==> config.mk <==
export PLATFORM = sky130hd
export DESIGN_NAME = hazard_unit_flat
export DESIGN_NICKNAME = d
export VERILOG_FILES = /design/src/rtl/hazard_unit_if.sv /design/src/rtl/hazard_unit.sv /design/src/flat_wrapper.sv
export SDC_FILE = /design/constraint.sdc
export NUM_CORES = 1
export LEC_CHECK = 0
export ABC_AREA = 1
export CAP_MARGIN = 20
export CORE_AREA = 2 2 127 129
export DETAILED_ROUTE_END_ITERATION = 10
export DIE_AREA = 0 0 129 131
export HOLD_SLACK_MARGIN = 0.05
export SETUP_SLACK_MARGIN = 0.2
export SLEW_MARGIN = 20
export SYNTH_ARGS = -nofsm -noshare
export SYNTH_HDL_FRONTEND = slang
export SYNTH_SLANG_ARGS = --single-unit
==> constraint.sdc <==
create_clock -name Clk -period 4.4 [get_ports Clk]
set_clock_uncertainty 0.15 [all_clocks]
set_input_delay 0.44 -clock Clk [delete_from_list [all_inputs] [get_ports Clk]]
set_output_delay 0.44 -clock Clk [all_outputs]
set_load 0.02 [all_outputs]
==> src/rtl/hazard_unit_if.sv <==
// Hazard controller bus: pipeline-side hazard sources in, stall/flush controls and perf counters out.
interface hazard_unit_if;
  logic [4:0]  ID_Rs;
  logic [4:0]  ID_Rt;
  logic        ID_UsesRs;
  logic        ID_UsesRt;
  logic        IDEX_MemRead;
  logic [4:0]  IDEX_WriteReg;
  logic        IDEX_MulDiv;
  logic        BranchTaken;
  logic        PCWrite;
  logic        IFIDWrite;
  logic        IFIDFlush;
  logic        IDEXWrite;
  logic        IDEXFlush;
  logic        EXMEMFlush;
  logic [31:0] StallCycles;
  logic [31:0] FlushCount;

  modport master (
    output ID_Rs, ID_Rt, ID_UsesRs, ID_UsesRt, IDEX_MemRead, IDEX_WriteReg,
           IDEX_MulDiv, BranchTaken,
    input  PCWrite, IFIDWrite, IFIDFlush, IDEXWrite, IDEXFlush, EXMEMFlush,
           StallCycles, FlushCount
  );

  modport slave (
    input  ID_Rs, ID_Rt, ID_UsesRs, ID_UsesRt, IDEX_MemRead, IDEX_WriteReg,
           IDEX_MulDiv, BranchTaken,
    output PCWrite, IFIDWrite, IFIDFlush, IDEXWrite, IDEXFlush, EXMEMFlush,
           StallCycles, FlushCount
  );
endinterface

==> src/rtl/hazard_unit.sv <==
// Pipeline hazard controller: load-use stall, EX branch flush, multi-cycle mul/div occupancy.
// Controls are combinational (zero-cycle response); only FSM state and perf counters are registered.
module hazard_unit #(
  parameter int unsigned MULDIV_CYCLES = 4
) (
  input  logic         Clk,
  input  logic         Reset,
  hazard_unit_if.slave hz
);

  localparam int unsigned CNT_W   = 4;
  localparam int unsigned PERF_W  = 32;
  localparam logic [CNT_W-1:0] MD_LOAD = CNT_W'(MULDIV_CYCLES - 2);

  typedef enum logic [0:0] {RUN, MD_WAIT} state_t;

  state_t              state, state_n;
  logic [CNT_W-1:0]    md_cnt, md_cnt_n;
  logic                md_done, md_done_n;
  logic [PERF_W-1:0]   stall_cnt, flush_cnt;
  logic                load_use;
  logic                branch_ev;

  assign load_use = hz.IDEX_MemRead && (hz.IDEX_WriteReg != 5'd0) &&
                    ((hz.ID_UsesRs && (hz.IDEX_WriteReg == hz.ID_Rs)) ||
                     (hz.ID_UsesRt && (hz.IDEX_WriteReg == hz.ID_Rt)));

  always_ff @(posedge Clk) begin
    if (Reset) begin
      state   <= RUN;
      md_cnt  <= '0;
      md_done <= 1'b0;
    end else begin
      state   <= state_n;
      md_cnt  <= md_cnt_n;
      md_done <= md_done_n;
    end
  end

  // Next state and Mealy controls; md_done defaults low so it lives exactly one cycle.
  always_comb begin
    state_n       = state;
    md_cnt_n      = md_cnt;
    md_done_n     = 1'b0;
    branch_ev     = 1'b0;
    hz.PCWrite    = 1'b1;
    hz.IFIDWrite  = 1'b1;
    hz.IDEXWrite  = 1'b1;
    hz.IFIDFlush  = 1'b0;
    hz.IDEXFlush  = 1'b0;
    hz.EXMEMFlush = 1'b0;

    if (Reset) begin
      hz.PCWrite    = 1'b0;
      hz.IFIDWrite  = 1'b0;
      hz.IDEXWrite  = 1'b0;
      hz.IFIDFlush  = 1'b1;
      hz.IDEXFlush  = 1'b1;
      hz.EXMEMFlush = 1'b1;
    end else begin
      unique case (state)
        RUN: begin
          if (hz.BranchTaken) begin
            hz.IFIDFlush = 1'b1;
            hz.IDEXFlush = 1'b1;
            branch_ev    = 1'b1;
          end else if (hz.IDEX_MulDiv && !md_done) begin
            hz.PCWrite    = 1'b0;
            hz.IFIDWrite  = 1'b0;
            hz.IDEXWrite  = 1'b0;
            hz.EXMEMFlush = 1'b1;
            md_cnt_n      = MD_LOAD;
            if (MD_LOAD != '0) state_n   = MD_WAIT;
            else               md_done_n = 1'b1;
          end else if (load_use) begin
            hz.PCWrite   = 1'b0;
            hz.IFIDWrite = 1'b0;
            hz.IDEXFlush = 1'b1;
          end
        end
        MD_WAIT: begin
          hz.PCWrite    = 1'b0;
          hz.IFIDWrite  = 1'b0;
          hz.IDEXWrite  = 1'b0;
          hz.EXMEMFlush = 1'b1;
          if (md_cnt == CNT_W'(1)) begin
            state_n   = RUN;
            md_done_n = 1'b1;
          end else begin
            md_cnt_n = md_cnt - CNT_W'(1);
          end
        end
        default: state_n = RUN;
      endcase
    end
  end

  // Saturating performance counters.
  always_ff @(posedge Clk) begin
    if (Reset) begin
      stall_cnt <= '0;
      flush_cnt <= '0;
    end else begin
      if (!hz.PCWrite && (stall_cnt != '1)) stall_cnt <= stall_cnt + PERF_W'(1);
      if (branch_ev && (flush_cnt != '1))   flush_cnt <= flush_cnt + PERF_W'(1);
    end
  end

  assign hz.StallCycles = stall_cnt;
  assign hz.FlushCount  = flush_cnt;

endmodule

==> src/flat_wrapper.sv <==
// flat-port wrapper written by rule: the top's interface ports become plain ports
module hazard_unit_flat 
#(
  parameter int unsigned MULDIV_CYCLES = 4
)
  (Clk, Reset, hz_ID_Rs, hz_ID_Rt, hz_ID_UsesRs, hz_ID_UsesRt, hz_IDEX_MemRead, hz_IDEX_WriteReg, hz_IDEX_MulDiv, hz_BranchTaken, hz_PCWrite, hz_IFIDWrite, hz_IFIDFlush, hz_IDEXWrite, hz_IDEXFlush, hz_EXMEMFlush, hz_StallCycles, hz_FlushCount);
  hazard_unit_if hz_i ();
  input  logic Clk;
  input  logic Reset;
  input wire logic [$bits(hz_i.ID_Rs)-1:0] hz_ID_Rs;
  input wire logic [$bits(hz_i.ID_Rt)-1:0] hz_ID_Rt;
  input wire logic [$bits(hz_i.ID_UsesRs)-1:0] hz_ID_UsesRs;
  input wire logic [$bits(hz_i.ID_UsesRt)-1:0] hz_ID_UsesRt;
  input wire logic [$bits(hz_i.IDEX_MemRead)-1:0] hz_IDEX_MemRead;
  input wire logic [$bits(hz_i.IDEX_WriteReg)-1:0] hz_IDEX_WriteReg;
  input wire logic [$bits(hz_i.IDEX_MulDiv)-1:0] hz_IDEX_MulDiv;
  input wire logic [$bits(hz_i.BranchTaken)-1:0] hz_BranchTaken;
  output wire logic [$bits(hz_i.PCWrite)-1:0] hz_PCWrite;
  output wire logic [$bits(hz_i.IFIDWrite)-1:0] hz_IFIDWrite;
  output wire logic [$bits(hz_i.IFIDFlush)-1:0] hz_IFIDFlush;
  output wire logic [$bits(hz_i.IDEXWrite)-1:0] hz_IDEXWrite;
  output wire logic [$bits(hz_i.IDEXFlush)-1:0] hz_IDEXFlush;
  output wire logic [$bits(hz_i.EXMEMFlush)-1:0] hz_EXMEMFlush;
  output wire logic [$bits(hz_i.StallCycles)-1:0] hz_StallCycles;
  output wire logic [$bits(hz_i.FlushCount)-1:0] hz_FlushCount;
  assign hz_i.ID_Rs = hz_ID_Rs;
  assign hz_i.ID_Rt = hz_ID_Rt;
  assign hz_i.ID_UsesRs = hz_ID_UsesRs;
  assign hz_i.ID_UsesRt = hz_ID_UsesRt;
  assign hz_i.IDEX_MemRead = hz_IDEX_MemRead;
  assign hz_i.IDEX_WriteReg = hz_IDEX_WriteReg;
  assign hz_i.IDEX_MulDiv = hz_IDEX_MulDiv;
  assign hz_i.BranchTaken = hz_BranchTaken;
  assign hz_PCWrite = hz_i.PCWrite;
  assign hz_IFIDWrite = hz_i.IFIDWrite;
  assign hz_IFIDFlush = hz_i.IFIDFlush;
  assign hz_IDEXWrite = hz_i.IDEXWrite;
  assign hz_IDEXFlush = hz_i.IDEXFlush;
  assign hz_EXMEMFlush = hz_i.EXMEMFlush;
  assign hz_StallCycles = hz_i.StallCycles;
  assign hz_FlushCount = hz_i.FlushCount;
  hazard_unit #(.MULDIV_CYCLES(MULDIV_CYCLES)) u_core (.Clk(Clk), .Reset(Reset), .hz(hz_i));
endmodule
==> results.yml, run 1 <==
power_and_ir_drop:
  p_leak_nw: 2.117
  netSwitchingPower_mw: 0.3671
  powerDensity_nw_per_um2: 266.0
  ir_drop_mv: 0.1665
  p_clk_frac: 0.500
  p_total_mw: 1.572
  sw_frac_of_total: 0.2336
  internal_power_mw: 1.204
  seq_power_share: 0.414
  p_comb_frac: 0.085
worst_setup_path:
  crit_path_max_incr_delay_ns: 0.56
  path_max_fanout: 43
  end_kind: "output pin"
  cp.arrival_ns: 2.60
  critPathLaunchType: "primary input"
  critPathKind: "primary input to output pin"
  crit_cells: 12
  cp-endpoint: "hz_PCWrite"
  cp_cell_sequence: "clkdlybuf4s50_1 -> inv_1 -> nand2_1 -> nand2_1 -> nor2_1 -> nand3_1 -> nand2_1 -> nand3_1 -> nand2_2 -> buf_4 -> inv_1 -> clkdlybuf4s50_1"
  worstPathRequired_ns: 3.81
  worst_path_most_repeated_cell: "nand2_1"
  cp_top_family: "buffers and inverters"
  reg2reg_depth: 9
  reg2reg_to: "u_core.hz.StallCycles[18]"
  crit_buf_inv: 5
  rrSetupSlack_ns: 1.80
  regToRegStartpoint: "u_core.hz.StallCycles[0]"
  critPathSlowestCell: "clkdlybuf4s50_1"
  crit_start: "hz_IDEX_WriteReg[3]"
cts:
  clock_latency_ns: 0.34
  hold_buffers: 0
  cts_buffers: 9
  post_cts_buffers: 0
  clk_pin_slew_ns: 0.06
  htree_num_levels: 3
  cts_max_path_buffers: 2
  clockRootBuffer: "clkbuf_16"
  cts_tree: "done"
  cts_resized: 0
  clock-sinks: 70
global_route:
  grt_pass1_vias: 4264
  met3_usage: 0.03705
  overflow: 0
  grt_max_degree: 44
  grt_pass1_wl_um: 20690
  use_met2: 0.2306
  grt.busiest_layer: "met2"
  antenna_found_initial: 0
  grt_util_all_layers: 0.1532
  grtUsageMet1: 0.2097
synthesis:
  yosys.area_share.adder: 0.01102
  async_flop_share: 0
  synth-simple-area-share: 0.4515
  yosys-top-cells-area: "dfxtp_1 (31%), nand2_1 (20%), nor2_1 (9.6%)"
  ys_seq_elements: 70
  avgSynthCellArea_sq_um: 6.171
  synth_compound_area_frac: 0.08237
  yosys-top-cells-count: "nand2_1 (245), nor2_1 (116), dfxtp_1 (70)"
  synth-main-ff-cell: "dfxtp_1"
  netlist.top_cell.by_area: "dfxtp_1"
  yosysMostFrequentCell: "nand2_1"
  synth_nets: 762
  synth_mux_area_frac: 0
  synthXorXnorAreaFrac: 0.06171
  synth_edf_count: 0
  yosys_warnings: 0
  syn_area_sq_um: 4542
  synth_top_area_frac: 0.3085
  synth_cell_type_count: 31
  synth_top_family_by_area: "simple AND/OR/NAND/NOR gates"
  synth_cells: 736
  ys_seq_area_frac: 0.3085
sta:
  whs_ns: 0.3367
  setup_viol_count_final: 0
  relSlewSlack: 0.4466
  tightest_slew_ns: 0.8291
  grt_setup_unrepaired: "false"
  period_needed_ns: 3.191
  fin_setup_tns_ns: 0
  clock.fmax_mhz: 313.4
  finalMaxSlewViolations: 0
  hold_viol: 0
  post-route-period-util: 0.7252
drt:
  vias: 4766
  postRouteAntennaNets: 0
  via_per_inst: 4.596
  wl_per_cell_um: 12.13
  drt_wl_total_um: 12580
  drt-initial-drc-count: 260
  route.detailed.drc: 0
  first_pass_iters: 4
finish:
  areaGrowthSynthToFinish_pct: 30.08
  drive_gt1_frac: 0.05968
  final_nets: 842
  antennaDiodeCount: 0
  utilization: 0.3788
  final_area_sq_um: 5908
floorplan:
  die_h_um: 131
  die_x_um: 129
  row_count: 46
  start_util: 0.2912
  coreArea_sq_um: 15600
  die_area_sq_um: 16900
  pin_count: 92
placed_design:
  place_congestion: 0.8747
  postPlaceCellArea_sq_um: 5592
  place_hpwl_um: 9399
  io_buffer_count: 91
run:
  drv_cap: 0
status:
  status: "completed"
hold_path:
  worst_hold_path_type: "register to register"
==> registers in the layout, indices dropped and copies added, names as in the netlist <==
| name | flops |
|---|---|
| u_core.hz.FlushCount | 32 |
| u_core.hz.StallCycles | 32 |
| u_core.md_cnt | 4 |
| u_core.md_done | 1 |
| u_core.state | 1 |
==> worst min-delay path, cell delays in order (launching register included) <==
cell and delay, ns:
dfxtp_1 0.32, nand2_1 0.06, a21oi_1 0.05
==> cells in the final DEF (no fill, tap or decap), drive strengths merged <==
master | Yosys | layout
nand3 | 56 | 56
bufinv | 0 | 2
o21ai | 8 | 8
nor3b | 3 | 3
and3 | 1 | 1
dfxtp | 70 | 70
a31oi | 2 | 2
inv | 65 | 65
nor3 | 12 | 12
nor2 | 125 | 125
nand2 | 251 | 251
nand3b | 9 | 9
clkdlybuf4s50 | 0 | 90
o21bai | 4 | 4
ha | 4 | 4
nand4 | 16 | 16
clkinv | 0 | 2
buf | 16 | 3
xor2 | 22 | 22
xnor2 | 10 | 10
a21oi | 53 | 53
a21boi | 1 | 1
clkbuf | 8 | 12
==> worst min path at each step <==
stage / startpoint / end / slack [ns] / cells past startpoint
2_1_floorplan: u_core.md_cnt[0] / u_core.md_cnt[0] / 0.31 / 2
4_1_cts: u_core.hz.FlushCount[31] / u_core.hz.FlushCount[31] / 0.34 / 2
3_5_place_dp: u_core.hz.FlushCount[31] / u_core.hz.FlushCount[31] / 0.33 / 2
3_3_place_gp: u_core.hz.FlushCount[31] / u_core.hz.FlushCount[31] / 0.33 / 2
6_report: u_core.hz.FlushCount[31] / u_core.hz.FlushCount[31] / 0.34 / 2
5_1_grt: u_core.md_cnt[0] / u_core.md_cnt[0] / 0.38 / 2
==> power groups by stage <==
stage,Sequential (mW),Combinational [mW],Clock (mW)
after global placement,0.665,0.134,0
after global routing,0.652,0.151,0.833
after detailed placement,0.665,0.135,0
final,0.651,0.134,0.786
after floorplan,0.667,0.0828,0
after CTS,0.651,0.136,0.809
==> area by class of cell <==
type,instances,area (sq um)
repair buffers,93,920.9
clock buffers,12,246.5
fillers,1671,9689
inverters,65,244.0
well taps,216,270.3
multi-input cells,577,2755
flip-flops and latches,70,1401
clock inverters,4,70.07
==> routing by layer <==
metal / share of wire / vias up
li1: - / 2501
met1: 0.49 / 2144
met2: 0.43 / 106
met3: 0.056 / 15
met4: 0.019 / 0
met5: 0 / -
==> per-stage QoR <==
| step | cells | setup WS, ns |
|---|---|---|
| CTS | 1037 | 1.192 |
| finish | 1037 | 1.209 |
| global route | 1037 | 0.9870 |
| detailed placement | 1021 | 1.200 |
| global placement | 1021 | 1.234 |
| floorplan | 736 | 2.052 |
==> kinds of logic after synthesis <==
group	Yosys count
and+or+nand+nor	473
buffers and inverters	89
DFF	70
AOI/OAI and AO/OA	68
adders and majority gates	4
xor gates and xnor gates	32
(Power assumes the default switching activity.)
==> inputs of run 2 (changes only) <==
==> constraint.sdc (replaced) <==
create_clock -name Clk -period 3 [get_ports Clk]
set_clock_uncertainty 0.15 [all_clocks]
set_input_delay 0.3 -clock Clk [delete_from_list [all_inputs] [get_ports Clk]]
set_output_delay 0.3 -clock Clk [all_outputs]
set_load 0.02 [all_outputs]
==> results.yml, run 2 (synthesis results as in run 1) <==
status:
  status: "completed"
worst_setup_path:
  regToRegStartpoint: "u_core.hz.StallCycles[1]"
  critPathKind: "primary input to output pin"
  cp_top_family: "buffers and inverters"
  cp_cell_sequence: "clkdlybuf4s50_1 -> inv_1 -> nand4_1 -> o21ai_0 -> inv_1 -> nand3_1 -> nand2_2 -> inv_1 -> clkdlybuf4s50_1"
  worstPathRequired_ns: 2.55
  crit_path_max_incr_delay_ns: 0.60
  path_max_fanout: 3
  reg2reg_to: "u_core.hz.StallCycles[31]"
  end_kind: "output pin"
  critPathLaunchType: "primary input"
  worst_path_most_repeated_cell: "inv_1"
  crit_buf_inv: 5
  critPathSlowestCell: "clkdlybuf4s50_1"
  reg2reg_depth: 9
  cp.arrival_ns: 2.08
  rrSetupSlack_ns: 0.65
hold_path:
  holdPathStages: 2
  worst_hold_path_type: "primary input to register"
  min_from: "Reset"
  hold_end: "u_core.hz.StallCycles[18]"
sta:
  finalMaxSlewViolations: 0
  fin_setup_tns_ns: 0
  post-route-period-util: 0.8426
  grt_setup_unrepaired: "false"
  whs_ns: 0.2417
  setup_viol_count_final: 0
  hold_viol: 0
  tightest_slew_ns: 0.4843
  clock.fmax_mhz: 395.6
  relSlewSlack: 0.6747
  period_needed_ns: 2.528
  setup_ws_ns: 0.4723
cts:
  clock_latency_ns: 0.34
  clockRootBuffer: "clkbuf_16"
  clk_pin_slew_ns: 0.05
  cts_tree: "done"
  cts_max_path_buffers: 2
  htree_num_levels: 3
  cts_buffers: 9
  post_cts_buffers: 0
  clock-sinks: 70
  cts_resized: 0
  hold_buffers: 0
placed_design:
  place_hpwl_um: 9487
  pre_cts_slack_ns: 0.4621
  io_buffer_count: 91
  place_congestion: 0.8816
  post-place-cells: 1025
  postPlaceCellArea_sq_um: 5622
global_route:
  grt_pass1_wl_um: 21020
  overflow: 0
  grt_max_degree: 43
  grt_pass1_vias: 4423
  antenna_found_initial: 0
  grt_util_all_layers: 0.1546
finish:
  drive_gt1_frac: 0.06068
  layout.cells.non_filler: 1040
  final_area_sq_um: 5906
  final_nets: 846
  antennaDiodeCount: 0
  areaGrowthSynthToFinish_pct: 30.03
  final_common_cell: "nand2_1"
  layout_common_cells: "nand2_1 (245), nor2_1 (116), clkdlybuf4s50_1 (90)"
drt:
  drt-initial-drc-count: 274
  drt_wl_total_um: 12530
  vias: 4747
  via_per_inst: 4.564
  first_pass_iters: 4
  postRouteAntennaNets: 0
  route.detailed.drc: 0
  wl_per_cell_um: 12.05
power_and_ir_drop:
  p_leak_nw: 2.116
  powerDensity_nw_per_um2: 373.2
  ir_drop_mv: 0.2490
floorplan:
  die_x_um: 129
  coreArea_sq_um: 15600
  row_count: 46
  pin_count: 92
  start_util: 0.2912
  die_h_um: 131
  die_area_sq_um: 16900
run:
  drv_cap: 0
==> run 2: cell count changes in the layout (fill, tap and decap cells not counted), sizes merged <==
| cell | delta |
|---|---|
| bufinv | -1 |
| clkinv | -2 |
| buf | +4 |
| clkbuf | +2 |
==> run 2: final cells by class <==
class	instances	area, sq um
fill	1682	9692
multi-input combinational	577	2755
sequential	70	1401
timing repair buffer	97	950.9
tap	216	270.3
clock buffer	14	254.0
inverter	65	244.0
clock inverter	1	30.03
==> run 2: how the worst max path moves through the flow <==
stage | endpoint | depth (start not counted) | start
2_1_floorplan | hz_PCWrite | 9 | u_core.state
3_3_place_gp | hz_PCWrite | 9 | hz_IDEX_WriteReg[2]
3_5_place_dp | hz_IFIDWrite | 9 | hz_IDEX_WriteReg[2]
4_1_cts | hz_IFIDWrite | 9 | hz_IDEX_WriteReg[2]
5_1_grt | hz_IDEXFlush | 10 | hz_IDEX_WriteReg[2]
6_report | hz_IFIDWrite | 9 | hz_IDEX_WriteReg[2]
==> run 2: power by group <==
group | internal [mW] | switching (mW)
logic | 0.0795 | 0.121
clock network | 0.663 | 0.387
registers | 0.942 | 0.0114
total | 1.68 | 0.520
==> run 2: per-layer routing <==
layer  wire (um)  global-route usage
met1        6240              0.2085
met5           0                   0
met4         149             0.05243
met3         572             0.03420
met2        5571              0.2449
==> run 2: metrics by stage <==
| step | power, mW | utilization |
|---|---|---|
| after floorplan | 1.099 | - |
| after global placement | 1.176 | 0.3604 |
| after detailed placement | 1.176 | 0.3604 |
| after CTS | 2.237 | 0.3786 |
| after global routing | 2.299 | 0.3786 |
| final | 2.204 | 0.3786 |
